`config.mk`:
```
export PLATFORM = sky130hd
export DESIGN_NAME = alu_unit
export DESIGN_NICKNAME = d
export VERILOG_FILES = /design/src/rtl/alu_unit.sv
export SDC_FILE = /design/constraint.sdc
export NUM_CORES = 1
export LEC_CHECK = 0
export ABC_AREA = 1
export ABC_CLOCK_PERIOD_IN_PS = 4440
export CORE_MARGIN = 5
export CORE_UTILIZATION = 59
export DETAILED_ROUTE_END_ITERATION = 8
export PLACE_DENSITY = 0.86
export SYNTH_ARGS = -nofsm -noshare
export SYNTH_HDL_FRONTEND = slang
export SYNTH_SLANG_ARGS = --single-unit
```
`constraint.sdc`:
```
create_clock -name clk -period 4.44 [get_ports clk]
set_input_delay 0.666 -clock clk [delete_from_list [all_inputs] [get_ports clk]]
set_output_delay 0.666 -clock clk [all_outputs]
set_load 0.02 [all_outputs]
```
`src/rtl/alu_unit.sv`:
```
// alu_unit: sequential ALU between the control FSM and the AC register.
// Add, subtract and left shift finish in one cycle. Multiply is an iterative
// shift-add that takes WIDTH cycles. Build option: define ALU_MULT_EN to
// include the multiplier; without it, opcode 3 is reported as illegal.
module alu_unit #(
   parameter int WIDTH = 16,
   parameter int CNT_W = 5
) (
   input  logic             clk,
   input  logic             rst,
   input  logic [2:0]       alu_op,
   input  logic [WIDTH-1:0] ac_in,
   input  logic [WIDTH-1:0] r_in,
   output logic [WIDTH-1:0] result,
   output logic             result_valid,
   output logic             z,
   output logic             ovf,
   output logic             busy,
   output logic             illegal_op
);

   typedef enum logic [2:0] {
      OP_NONE   = 3'd0,
      OP_ADD    = 3'd1,
      OP_SUB    = 3'd2,
      OP_MULT   = 3'd3,
      OP_LSHIFT = 3'd4
   } alu_op_e;

   logic [WIDTH-1:0]   r_result;
   logic               r_valid;
   logic               r_z;
   logic               r_ovf;
   logic               r_illegal;

   logic [WIDTH:0]     w_sum;
   logic [WIDTH:0]     w_diff;
   logic [2*WIDTH-1:0] w_shl;
   logic [WIDTH-1:0]   w_res;
   logic               w_ovf;
   logic               w_single;
   logic               w_idle;
   logic               w_illegal;

`ifdef ALU_MULT_EN
   typedef enum logic {
      ST_IDLE = 1'b0,
      ST_MUL  = 1'b1
   } state_e;

   state_e             r_state;
   state_e             w_state_next;
   logic [2*WIDTH-1:0] r_mcand;
   logic [2*WIDTH-1:0] r_acc;
   logic [2*WIDTH-1:0] w_acc_next;
   logic [WIDTH-1:0]   r_mplier;
   logic [CNT_W-1:0]   r_cnt;
   logic [CNT_W-1:0]   w_cnt_next;
   logic               w_mul_done;

   // FSM state register
   always_ff @(posedge clk) begin
      if (rst) r_state <= ST_IDLE;
      else     r_state <= w_state_next;
   end

   // Next state plus the arithmetic of one shift-add step
   always_comb begin
      w_state_next = r_state;
      w_acc_next   = r_acc + (r_mplier[0] ? r_mcand : '0);
      w_cnt_next   = r_cnt + CNT_W'(1);
      w_mul_done   = 1'b0;
      case (r_state)
         ST_IDLE: if (alu_op == OP_MULT) w_state_next = ST_MUL;
         ST_MUL: begin
            if (w_cnt_next == CNT_W'(WIDTH)) begin
               w_mul_done   = 1'b1;
               w_state_next = ST_IDLE;
            end
         end
         default: w_state_next = ST_IDLE;
      endcase
   end

   // Multiplier operand capture and iteration registers
   always_ff @(posedge clk) begin
      if (rst) begin
         r_mcand  <= '0;
         r_mplier <= '0;
         r_acc    <= '0;
         r_cnt    <= '0;
      end else if (r_state == ST_IDLE) begin
         if (alu_op == OP_MULT) begin
            r_mcand  <= {{WIDTH{1'b0}}, ac_in};
            r_mplier <= r_in;
            r_acc    <= '0;
            r_cnt    <= '0;
         end
      end else begin
         r_acc    <= w_acc_next;
         r_mcand  <= r_mcand << 1;
         r_mplier <= r_mplier >> 1;
         r_cnt    <= w_cnt_next;
      end
   end

   assign w_idle    = (r_state == ST_IDLE);
   assign busy      = (r_state == ST_MUL);
   assign w_illegal = w_idle && (alu_op > OP_LSHIFT);
`else
   assign w_idle    = 1'b1;
   assign busy      = 1'b0;
   assign w_illegal = w_idle && ((alu_op > OP_LSHIFT) || (alu_op == OP_MULT));
`endif

   // Single-cycle operation results and their overflow conditions
   always_comb begin
      w_sum    = {1'b0, ac_in} + {1'b0, r_in};
      w_diff   = {1'b0, ac_in} - {1'b0, r_in};
      w_shl    = {{WIDTH{1'b0}}, ac_in} << r_in[3:0];
      w_res    = '0;
      w_ovf    = 1'b0;
      w_single = 1'b0;
      if (w_idle) begin
         case (alu_op)
            OP_ADD: begin
               w_res    = w_sum[WIDTH-1:0];
               w_ovf    = w_sum[WIDTH];
               w_single = 1'b1;
            end
            OP_SUB: begin
               w_res    = w_diff[WIDTH-1:0];
               w_ovf    = w_diff[WIDTH];
               w_single = 1'b1;
            end
            OP_LSHIFT: begin
               w_res    = w_shl[WIDTH-1:0];
               w_ovf    = |w_shl[2*WIDTH-1:WIDTH];
               w_single = 1'b1;
            end
            default: ;
         endcase
      end
   end

   // Result, flags, completion pulse and sticky illegal-op register
   always_ff @(posedge clk) begin
      if (rst) begin
         r_result  <= '0;
         r_valid   <= 1'b0;
         r_z       <= 1'b1;
         r_ovf     <= 1'b0;
         r_illegal <= 1'b0;
      end else begin
         r_valid <= 1'b0;
         if (w_illegal) r_illegal <= 1'b1;
         if (w_single) begin
            r_result <= w_res;
            r_z      <= (w_res == '0);
            r_ovf    <= w_ovf;
            r_valid  <= 1'b1;
         end
`ifdef ALU_MULT_EN
         else if (w_mul_done) begin
            r_result <= w_acc_next[WIDTH-1:0];
            r_z      <= (w_acc_next[WIDTH-1:0] == '0);
            r_ovf    <= |w_acc_next[2*WIDTH-1:WIDTH];
            r_valid  <= 1'b1;
         end
`endif
      end
   end

   assign result       = r_result;
   assign result_valid = r_valid;
   assign z            = r_z;
   assign ovf          = r_ovf;
   assign illegal_op   = r_illegal;

endmodule

```
[Word level (Yosys, flattened, before mapping)]
Cells that the tools add are included.
Word-level totals
  memories: 0
  register bits after elaboration: 20
  memory bits (writable): 0
  bits of input ports: 37
  output and inout port bits: 21
  latch bits: 0
  memory bits (read-only): 0
Cells by class
  add/sub/neg operators: 2
  magnitude comparators: 1
  bitwise operators: 0
  multipliers: 0
  equal/unequal tests: 4
  div/mod/pow operators: 0
  mux-type cells: 4
  reduce and logical (&&, ||, !) cells: 4
  shift-type cells: 1
Operators by type and width (number)
  $pmux W16 S3: 1
  $shl A16 B4 Y32: 1
  $add A16 B16 Y17: 1
  $sub A16 B16 Y17: 1
  $logic_not A16 Y1: 1
  $reduce_or A16 Y1: 1
  $eq A3 B2 Y1 const B: 2
  $eq A3 B1 Y1 const B: 1
  $eq A3 B3 Y1 const B: 1
  $gt A3 B3 Y1 const B: 1
  $pmux W1 S3: 1
  $reduce_or A3 Y1: 1
  $mux W1: 2
  $logic_or A1 B1 Y1: 1

[Longest topological paths before layout]
Gate-level depths: netlist of run 1.
  word-level depth: 4
  mapped depth: 20
  gate-level depth less buffers: 17

[Least setup slack after synthesis of run 1]
OpenSTA, ideal clock, no wires.
  path type: input -> register
  start: input r_in[2]
  end: register r_z, in the netlist z
  arrival: 2.485 ns
  path slack: 1.896 ns
  required time: 4.381 ns
  stages on the path: 17
  cell sequence: buf_2 inv_2 buf_2 ha_1 buf_4 or2_2 nand3_1 nand2_1 nor2_2 nand2_1 nor2_1 nand2_1 nor2_1 nand2_1 nor2_1 nand3_1 nand2_1
Between the ends
  cells in the longest elaborated chain, start to end: 3
RTL lines
  from (decl): line 13  | input logic [WIDTH-1:0] r_in,
  $sub A16 B16 Y17 (tied with other cells): line 119  | w_diff = {1'b0, ac_in} - {1'b0, r_in};
  $pmux W16 S3 *: line 125  | case (alu_op)
  $logic_not A16 Y1 *: line 159  | r_z <= (w_res == '0);
  to (signal assigned): line 159
  to (decl): line 32  | logic r_z;
Every way passes the cells marked *; elsewhere a longest branch is shown, timed or not.
A chain may end at the register's enable or synchronous reset.

[Worst setup path in the final report of run 1]
Same ends and word-level chain as after synthesis.

==> impl_metrics.env, run 1 <==
export IMPL_outcome="finished clean"
export IMPL_synth_edff_count=0
export IMPL_synth_area_leaders="nand2_1 (25%), nand3_1 (12%), ha_1 (11%)"
export IMPL_drcViolationCount=0
export IMPL_grt_pass1_vias=4320
export IMPL_tritoncts="done"
export IMPL_p_per_area_nw_per_um2=200
export IMPL_grt_max_degree=21
export IMPL_tightest_slew_ps=813
export IMPL_totalWireLength_um=12000
export IMPL_fmax_mhz=290
export IMPL_design_die_area_um2=8130
export IMPL_yosysWarnings=0
export IMPL_grt_pass1_wl_um=20200
export IMPL_finalClockSkew_ps=0
export IMPL_r2r_slack_ps=3650
export IMPL_clk_path_buf_depth=2
export IMPL_syn_nets=781
export IMPL_ys_flop_type="dfxtp_1"
export IMPL_area_growth_pct=14.8
export IMPL_hpwl_um=10000
export IMPL_power_w=0.000871
export IMPL_final_setup_viol_count=0
export IMPL_synth_cell_area_um2=3790
export IMPL_clk_latency_ps=260
export IMPL_irDropWorstVdd_mv=0.207
export IMPL_routed_top_layer="met4"
export IMPL_hold_path_class="register to register"
export IMPL_path_clk_slew_ps=80
export IMPL_antenna_found_initial=0
export IMPL_initial_utilization=0.601
export IMPL_wl_met2_um=5830
export IMPL_htreeDepth=1
export IMPL_ys_ff_latch=20
export IMPL_timing_final_crit_share=0.777
export IMPL_required_ps=4660
export IMPL_drv_slew=0
export IMPL_syn_area_per_cell_um2=5.36
export IMPL_wl_per_cell_um=14.6
export IMPL_io_buffers=56
export IMPL_drive_above_1_share=0.0590
export IMPL_numCtsBuffers=3
export IMPL_ctsHoldBuffers=0
export IMPL_stdcell_area_um2=4350
export IMPL_place_congestion=0.979
export IMPL_dr_pass1_iters=5
export IMPL_whs_endpoint="result[3]"
export IMPL_avgViaCountPerCell=5.51
export IMPL_overflow=0
export IMPL_leakage_nw=2.40
export IMPL_max_slew_margin=0.458
export IMPL_drt_iter0_drc=387
export IMPL_synth_cell_types=37
export IMPL_r2r_start="result[4]"
export IMPL_worst_setup_path_start_kind="input pin"
export IMPL_io_pins=58
export IMPL_min_delay_path_depth=2
export IMPL_die_h_um=90.2
export IMPL_layout_min_cycle_time_ps=3450
export IMPL_synth_top_area_frac=0.252
export IMPL_ant_nets=0
export IMPL_fillers=619
export IMPL_cts_setup_buffers=0
export IMPL_ctsResizeCount=0
export IMPL_synth_async_reset_ratio=0
export IMPL_drv_cap=0
export IMPL_setup_tns_ps=0
export IMPL_nets=820
export IMPL_syn_inst=708
export IMPL_finalHoldViolCount=0
export IMPL_via_count=4537
export IMPL_met3_length_um=793
export IMPL_critical_path_class="input pin to register"
export IMPL_grtUsageTotal=0.294
export IMPL_synth_largest_area_cell="nand2_1"
export IMPL_core_area_um2=6310
export IMPL_synthTopCellsByCount="nand2_1 (255), inv_1 (99), nand3_1 (89), nor2_1 (65), ha_1 (34)"
export IMPL_reg2reg_to="result[4]"
export IMPL_die_w_um=90.2
export IMPL_rsz0062_at_grt="no"
export IMPL_synth_most_common_cell="nand2_1"
export IMPL_rows=29
export IMPL_min_from="result[3]"
export IMPL_yosysSeqAreaShare=0.106
export IMPL_crit_path_end_kind="register"
export IMPL_ff2ff_path_depth=3
export IMPL_insertedDiodeCount=0
export IMPL_final_core_util=0.690
export IMPL_arrival_ps=3670
export IMPL_clkSinkCount=20
export IMPL_cts_root_buf="clkbuf_8"
export IMPL_drt_met1_wl_um=5180
export IMPL_path_max_fanout=18
export IMPL_placed_area_um2=4280
-- logic make-up (layout without fill, tap and decap cells) --
family          after synthesis  count (layout)  share of synthesized area
simple gates                457             457                      0.524
flops                        20              20                      0.106
buf+inv                     131             169                      0.156
fa+ha+maj                    36              36                      0.123
other cells                   1               1                   0.000989
compound gates               63              63                     0.0907
-- where the power goes --
part / internal (W) / switching (W)
Clock: 0.000121 / 0.0000646
Combinational: 0.000175 / 0.000308
Sequential: 0.000195 / 0.00000860
-- state kept, by name (all words and copies together) (netlist names) --
register and count:
result 16, ovf 1, result_valid 1, illegal_op 1, z 1
-- cell type report --
cell class	instances	area, um^2	share of cell area
inverters	107	409	0.0940
multi-input cells	557	2800	0.643
clock buffers	3	41.3	0.00948
clock inverters	1	30.0	0.00690
flip-flops and latches	20	400	0.0920
repair buffers	58	576	0.132
well taps	77	96.3	0.0221
-- critical path: stages --
cell and delay [ps]:
clkdlybuf4s50_1 870, inv_2 270, ha_1 550, inv_1 120, nand2_1 80, nand2_1 70
nand2_1 80, nand3_1 130, nand2_1 90, nand3_1 90, nor2_1 130, nor2_1 70
nor2_1 160, nand2_1 80, nor2_1 80, nand3_1 70, nand2_1 60
-- layout by cell type (no fill, tap or decap), drive strengths merged, types with 3 or more instances in the layout --
cell	instances
o21bai	4
nor2	73
nor3	6
a21oi	34
or2	4
nand4	7
clkdlybuf4s50	56
o21ai	18
inv	107
a31oi	3
ha	34
clkbuf	3
nand3	97
nand2	266
nand3b	3
dfxtp	20
-- through the flow --
stage | hold WS, ps | std cells | setup WS (ps)
after floorplan | 541 | 708 | 1900
after global placement | 455 | 819 | 869
after global routing | 506 | 823 | 677
final | 471 | 823 | 988
after detailed placement | 465 | 819 | 807
after CTS | 475 | 823 | 1090
-- metal layers --
metal	up-vias	GRT usage
met3	27	0.0317
met1	2028	0.374
met4	0	0.0720
met5	-	0
met2	183	0.528
li1	2299	-
-- worst max-delay path by stage --
stage,start,to,slack (ps),cells after the start
after global routing,r_in[2],z,680,17
after CTS,r_in[2],z,1090,17
final,r_in[2],z,990,17
after floorplan,r_in[2],z,1900,17
after global placement,r_in[2],result[15],870,16
after detailed placement,r_in[2],z,810,18
Power figures use the tool's default switching activity.
==> inputs of run 2 (changes only) <==
- ABC_CLOCK_PERIOD_IN_PS: 4440 -> 3000
- CORE_UTILIZATION: 59 -> 51
- PLACE_DENSITY: 0.86 -> 0.79
- clock period: 4.44 -> 3 ns (I/O delays scaled with it)
==> run 2 against run 1 <==
  * First-iteration DRC count down 9.0%
  * Sequential share of layout area shrank 0.27 points
  * Clock power grew 12%
  * Non-clock buffer count rose by 16
  * Power is 44% higher
  * Routed wire length rose by 8.3%
  * Global-route usage down 1.2 points
  * Cell count grew 4.6%
  * Register-to-register slack got worse by 1400 ps
  * Largest cell class unchanged
  * Combinational power is 54% higher
  * Sequential power rose by 48%
  * Via count grew 1.1%
==> impl_metrics.env, run 2 (synthesis results as in run 1) <==
export IMPL_drv_slew=0
export IMPL_antenna_found_initial=0
export IMPL_clk_latency_ps=260
export IMPL_max_slew_margin=0.550
export IMPL_timing_final_crit_share=0.911
export IMPL_hold_path_class="register to register"
export IMPL_hpwl_um=11000
export IMPL_ctsResizeCount=0
export IMPL_clkSinkCount=20
export IMPL_fmax_mhz=366
export IMPL_insertedDiodeCount=0
export IMPL_grt_max_degree=19
export IMPL_slowest_delay_ps=450
export IMPL_wl_per_cell_um=15.1
export IMPL_drcViolationCount=0
export IMPL_cts_setup_buffers=0
export IMPL_avgViaCountPerCell=5.33
export IMPL_min_delay_path_depth=2
export IMPL_die_w_um=96.2
export IMPL_p_per_area_nw_per_um2=279
export IMPL_io_buffers=56
export IMPL_outcome="finished clean"
export IMPL_cp_common_cell="nand2_1"
export IMPL_final_common_cell="nand2_1"
export IMPL_placedCellCount=857
export IMPL_layout_min_cycle_time_ps=2730
export IMPL_final_instance_count_excl_fill=861
export IMPL_reg2reg_to="result[4]"
export IMPL_path_max_fanout=3
export IMPL_via_count=4586
export IMPL_rows=31
export IMPL_whs_endpoint="result[3]"
export IMPL_grt_pass1_wl_um=20300
export IMPL_power_w=0.00125
export IMPL_overflow=0
export IMPL_ant_nets=0
export IMPL_area_growth_pct=18.3
export IMPL_tritoncts="done"
export IMPL_htreeDepth=1
export IMPL_nets=836
export IMPL_dr_pass1_iters=7
export IMPL_final_cell_mix="nand2_1 (255), inv_1 (99), nand3_1 (89)"
export IMPL_finalClockSkew_ps=0
export IMPL_tightest_slew_ps=675
export IMPL_critical_path_top_delay_family="simple AND/OR/NAND/NOR gates"
export IMPL_grt_pass1_vias=4223
export IMPL_totalWireLength_um=13000
export IMPL_initial_utilization=0.523
export IMPL_place_congestion=0.985
export IMPL_arrival_ps=2940
export IMPL_leakage_nw=2.47
export IMPL_worst_setup_path_start_kind="input pin"
export IMPL_clk_path_buf_depth=2
export IMPL_design_die_area_um2=9260
export IMPL_finalHoldViolCount=0
export IMPL_final_setup_viol_count=0
export IMPL_critical_path_class="input pin to register"
export IMPL_rsz0062_at_grt="no"
export IMPL_drive_above_1_share=0.0787
export IMPL_core_area_um2=7250
export IMPL_ctsHoldBuffers=0
export IMPL_required_ps=3210
export IMPL_setup_tns_ps=0
export IMPL_path_clk_slew_ps=70
export IMPL_cp_cell_sequence="clkdlybuf4s50_1, inv_1, ha_1, inv_1, fa_1, or2_2, nand3_1, nand2_1, nor2_2, nand2_1, nor2_1, nand2_1, nor2_1, nand2_1, nor2_1, nand3_1, nand2_1"
export IMPL_ff2ff_path_depth=3
export IMPL_irDropWorstVdd_mv=0.135
export IMPL_die_h_um=96.2
export IMPL_largest_reg_flops=16
export IMPL_drt_iter0_drc=352
export IMPL_r2r_slack_ps=2220
export IMPL_io_pins=58
export IMPL_drv_cap=0
export IMPL_r2r_start="result[4]"
export IMPL_crit_buf_inv=3
export IMPL_numCtsBuffers=3
export IMPL_min_from="result[3]"
export IMPL_crit_path_end_kind="register"
export IMPL_cts_root_buf="clkbuf_8"
export IMPL_crit_path_top_delay_cell="clkdlybuf4s50_1"
export IMPL_grtUsageTotal=0.283
[run 2: report_power, final]
group          internal, W  switching (W)
clock             0.000117      0.0000902
combinational     0.000273       0.000471
sequential        0.000289      0.0000120
total             0.000679       0.000573
[run 2: routing by layer]
metal	wire length (um)	global-route usage
met5	0	0
met4	490	0.0995
met1	5780	0.381
met2	5880	0.469
met3	889	0.0235
[run 2: worst max path at each step]
| stage | from | to | cells past startpoint |
|---|---|---|---|
| 6_report | ac_in[0] | z | 17 |
| 5_1_grt | ac_in[0] | z | 17 |
| 4_1_cts | ac_in[0] | z | 17 |
| 3_5_place_dp | ac_in[0] | z | 17 |
| 3_3_place_gp | r_in[0] | z | 16 |
| 2_1_floorplan | r_in[2] | z | 17 |
[run 2: per-stage QoR]
step | hold WS [ps] | instance area (um^2) | util | setup slack [ps]
5_1_grt | 506 | 4490 | 0.618 | 17.6
6_report | 476 | 4490 | 0.618 | 267
2_1_floorplan | 541 | 3790 | - | 672
3_5_place_dp | 463 | 4430 | 0.611 | 10.1
4_1_cts | 476 | 4490 | 0.618 | 278
3_3_place_gp | 459 | 4430 | 0.611 | 44.7
[run 2: layout make-up]
type / count / area (um^2)
Multi-Input combinational cell: 557 / 2800
Fill cell: 759 / 2770
Timing Repair Buffer: 74 / 696
Inverter: 107 / 409
Sequential cell: 20 / 400
Tap cell: 99 / 124
Clock buffer: 4 / 55.1
[run 2: worst min-delay path: cells and delay by family, from the launching register on]
family | cells | cell delay (ps)
DFF | 1 | 310
and+or+nand+nor | 1 | 60
AOI/OAI and AO/OA | 1 | 60
==> inputs of run 3 (changes only) <==
- CORE_UTILIZATION: 51 -> 40
- GPL_ROUTABILITY_DRIVEN: not set -> 0
- PLACE_DENSITY: 0.79 -> not set
- REMOVE_ABC_BUFFERS: not set -> 1
==> run 3 against run 2 <==
  * Cell count rose by 3.7%
  * Routed wire length fell by 3.2%
  * Flip-flop and latch count did not move
  * Fmax rose by 1.6%
  * Power fell by 2.9%
  * Die area rose by 24%
  * Highest routed layer unchanged
==> impl_metrics.env, run 3 (synthesis results as in run 1) <==
export IMPL_drive_above_1_share=0.0812
export IMPL_clkSinkCount=20
export IMPL_rows=35
export IMPL_grtUsageTotal=0.220
export IMPL_grt_busiest_layer="met2"
export IMPL_final_cell_mix="nand2_1 (255), inv_1 (99), nand3_1 (89)"
export IMPL_grt_pass1_vias=4232
export IMPL_nets=839
export IMPL_pwr_share_clk=0.144
export IMPL_cp_common_cell="nand2_1"
export IMPL_share_comb_of_total_power=0.609
export IMPL_grt_use_met3=0.0222
export IMPL_register_area_um2=400
export IMPL_hpwl_um=10700
export IMPL_drt_iter0_drc=303
export IMPL_final_common_cell="nand2_1"
export IMPL_outcome="finished clean"
export IMPL_drv_cap=0
export IMPL_power_w=0.00121
export IMPL_pre_cts_ws_ps=57.9
export IMPL_avgViaCountPerCell=5.04
export IMPL_initial_utilization=0.410
export IMPL_multi_input_area_um2=2800
export IMPL_leakage_nw=2.49
export IMPL_dr_pass1_iters=5
export IMPL_drcViolationCount=0
export IMPL_via_count=4499
export IMPL_clk_latency_ps=260
export IMPL_p_int_w=0.000655
export IMPL_setup_ws_ps=308
export IMPL_ant_nets=0
export IMPL_grt_pass1_wl_um=20500
export IMPL_die_h_um=107
export IMPL_hold_path_class="register to register"
export IMPL_design_die_area_um2=11500
export IMPL_use_met1=0.297
export IMPL_switching_share=0.460
export IMPL_worst_setup_path_start_kind="input pin"
export IMPL_crit_path_top_delay_cell="clkdlybuf4s50_1"
export IMPL_core_area_um2=9240
export IMPL_p_sw_w=0.000559
export IMPL_area_growth_pct=19.8
export IMPL_ctsResizeCount=0
export IMPL_fmax_mhz=372
export IMPL_finalClockSkew_ps=0
export IMPL_numCtsBuffers=3
export IMPL_io_buffers=56
export IMPL_path_max_fanout=4
export IMPL_htreeDepth=1
export IMPL_io_pins=58
export IMPL_required_ps=3200
export IMPL_final_setup_viol_count=0
export IMPL_layout_min_cycle_time_ps=2690
export IMPL_p_per_area_nw_per_um2=267
export IMPL_critical_path_class="input pin to register"
export IMPL_drv_slew=0
export IMPL_p_seq_frac=0.247
export IMPL_slowest_delay_ps=620
export IMPL_arrival_ps=2890
export IMPL_crit_path_end_kind="register"
export IMPL_fillers=1034
export IMPL_finalHoldViolCount=0
export IMPL_timing_final_crit_share=0.897
export IMPL_path_clk_slew_ps=70
export IMPL_tritoncts="done"
export IMPL_insertedDiodeCount=0
export IMPL_grt_use_met2=0.361
export IMPL_wl_per_cell_um=14.1
export IMPL_clk_path_buf_depth=2
export IMPL_largest_reg_flops=16
export IMPL_grt_max_degree=18
export IMPL_cp_cell_sequence="clkdlybuf4s50_1, ha_1, inv_1, fa_1, buf_4, nand2_1, nand3_1, nand2_1, nand3_1, nand3_1, nand2_1, nor2_1, nand2_1, nor2_1, nand3_1, nand2_1"
export IMPL_die_w_um=107
export IMPL_setup_tns_ps=0
export IMPL_irDropWorstVdd_mv=0.145
export IMPL_rsz0062_at_grt="no"
export IMPL_antenna_found_initial=0
export IMPL_overflow=0
export IMPL_ctsHoldBuffers=0
export IMPL_cts_root_buf="clkbuf_8"
export IMPL_totalWireLength_um=12600
export IMPL_cts_setup_buffers=0
## run 3: worst paths after layout
check	from	endpoint	slack, ps	cells past startpoint
worst min register to register	result[3]	result[3]	470	2
worst max register to register	result[4]	result[4]	2220	3
worst min-delay path	result[3]	result[3]	470	2
worst max-delay path	r_in[0]	z	310	16
## run 3: final cells by class
| type | count | area share |
|---|---|---|
| multi-input combinational | 557 | 0.616 |
| timing repair buffer | 77 | 0.161 |
| inverter | 107 | 0.0900 |
| sequential | 20 | 0.0881 |
| tap | 129 | 0.0355 |
| clock buffer | 3 | 0.00909 |
## run 3: per-stage QoR
stage,utilization,area [um^2],hold WS (ps),cells
4_1_cts,0.492,4540,472,893
6_report,0.492,4540,470,893
3_5_place_dp,0.487,4500,459,890
5_1_grt,0.492,4540,509,893
3_3_place_gp,0.487,4500,460,890
2_1_floorplan,-,3610,519,684
## run 3: routing by layer
metal,up-vias,share of wire
li1,2332,-
met1,1979,0.45
met2,158,0.44
met3,30,0.060
met4,0,0.041
met5,-,0
## run 3: power by group through the flow
stage	registers [W]	logic, W	clock network, W
6_report	0.000300	0.000739	0.000175
3_3_place_gp	0.000306	0.000728	0
5_1_grt	0.000303	0.000828	0.000193
2_1_floorplan	0.000334	0.000423	0
3_5_place_dp	0.000307	0.000731	0
4_1_cts	0.000301	0.000734	0.000180
## run 3: critical path, delay by kind of cell
family        cells  cell delay (ps)
simple gates     11             1060
buf+inv           3              820
fa+ha+maj         2              560
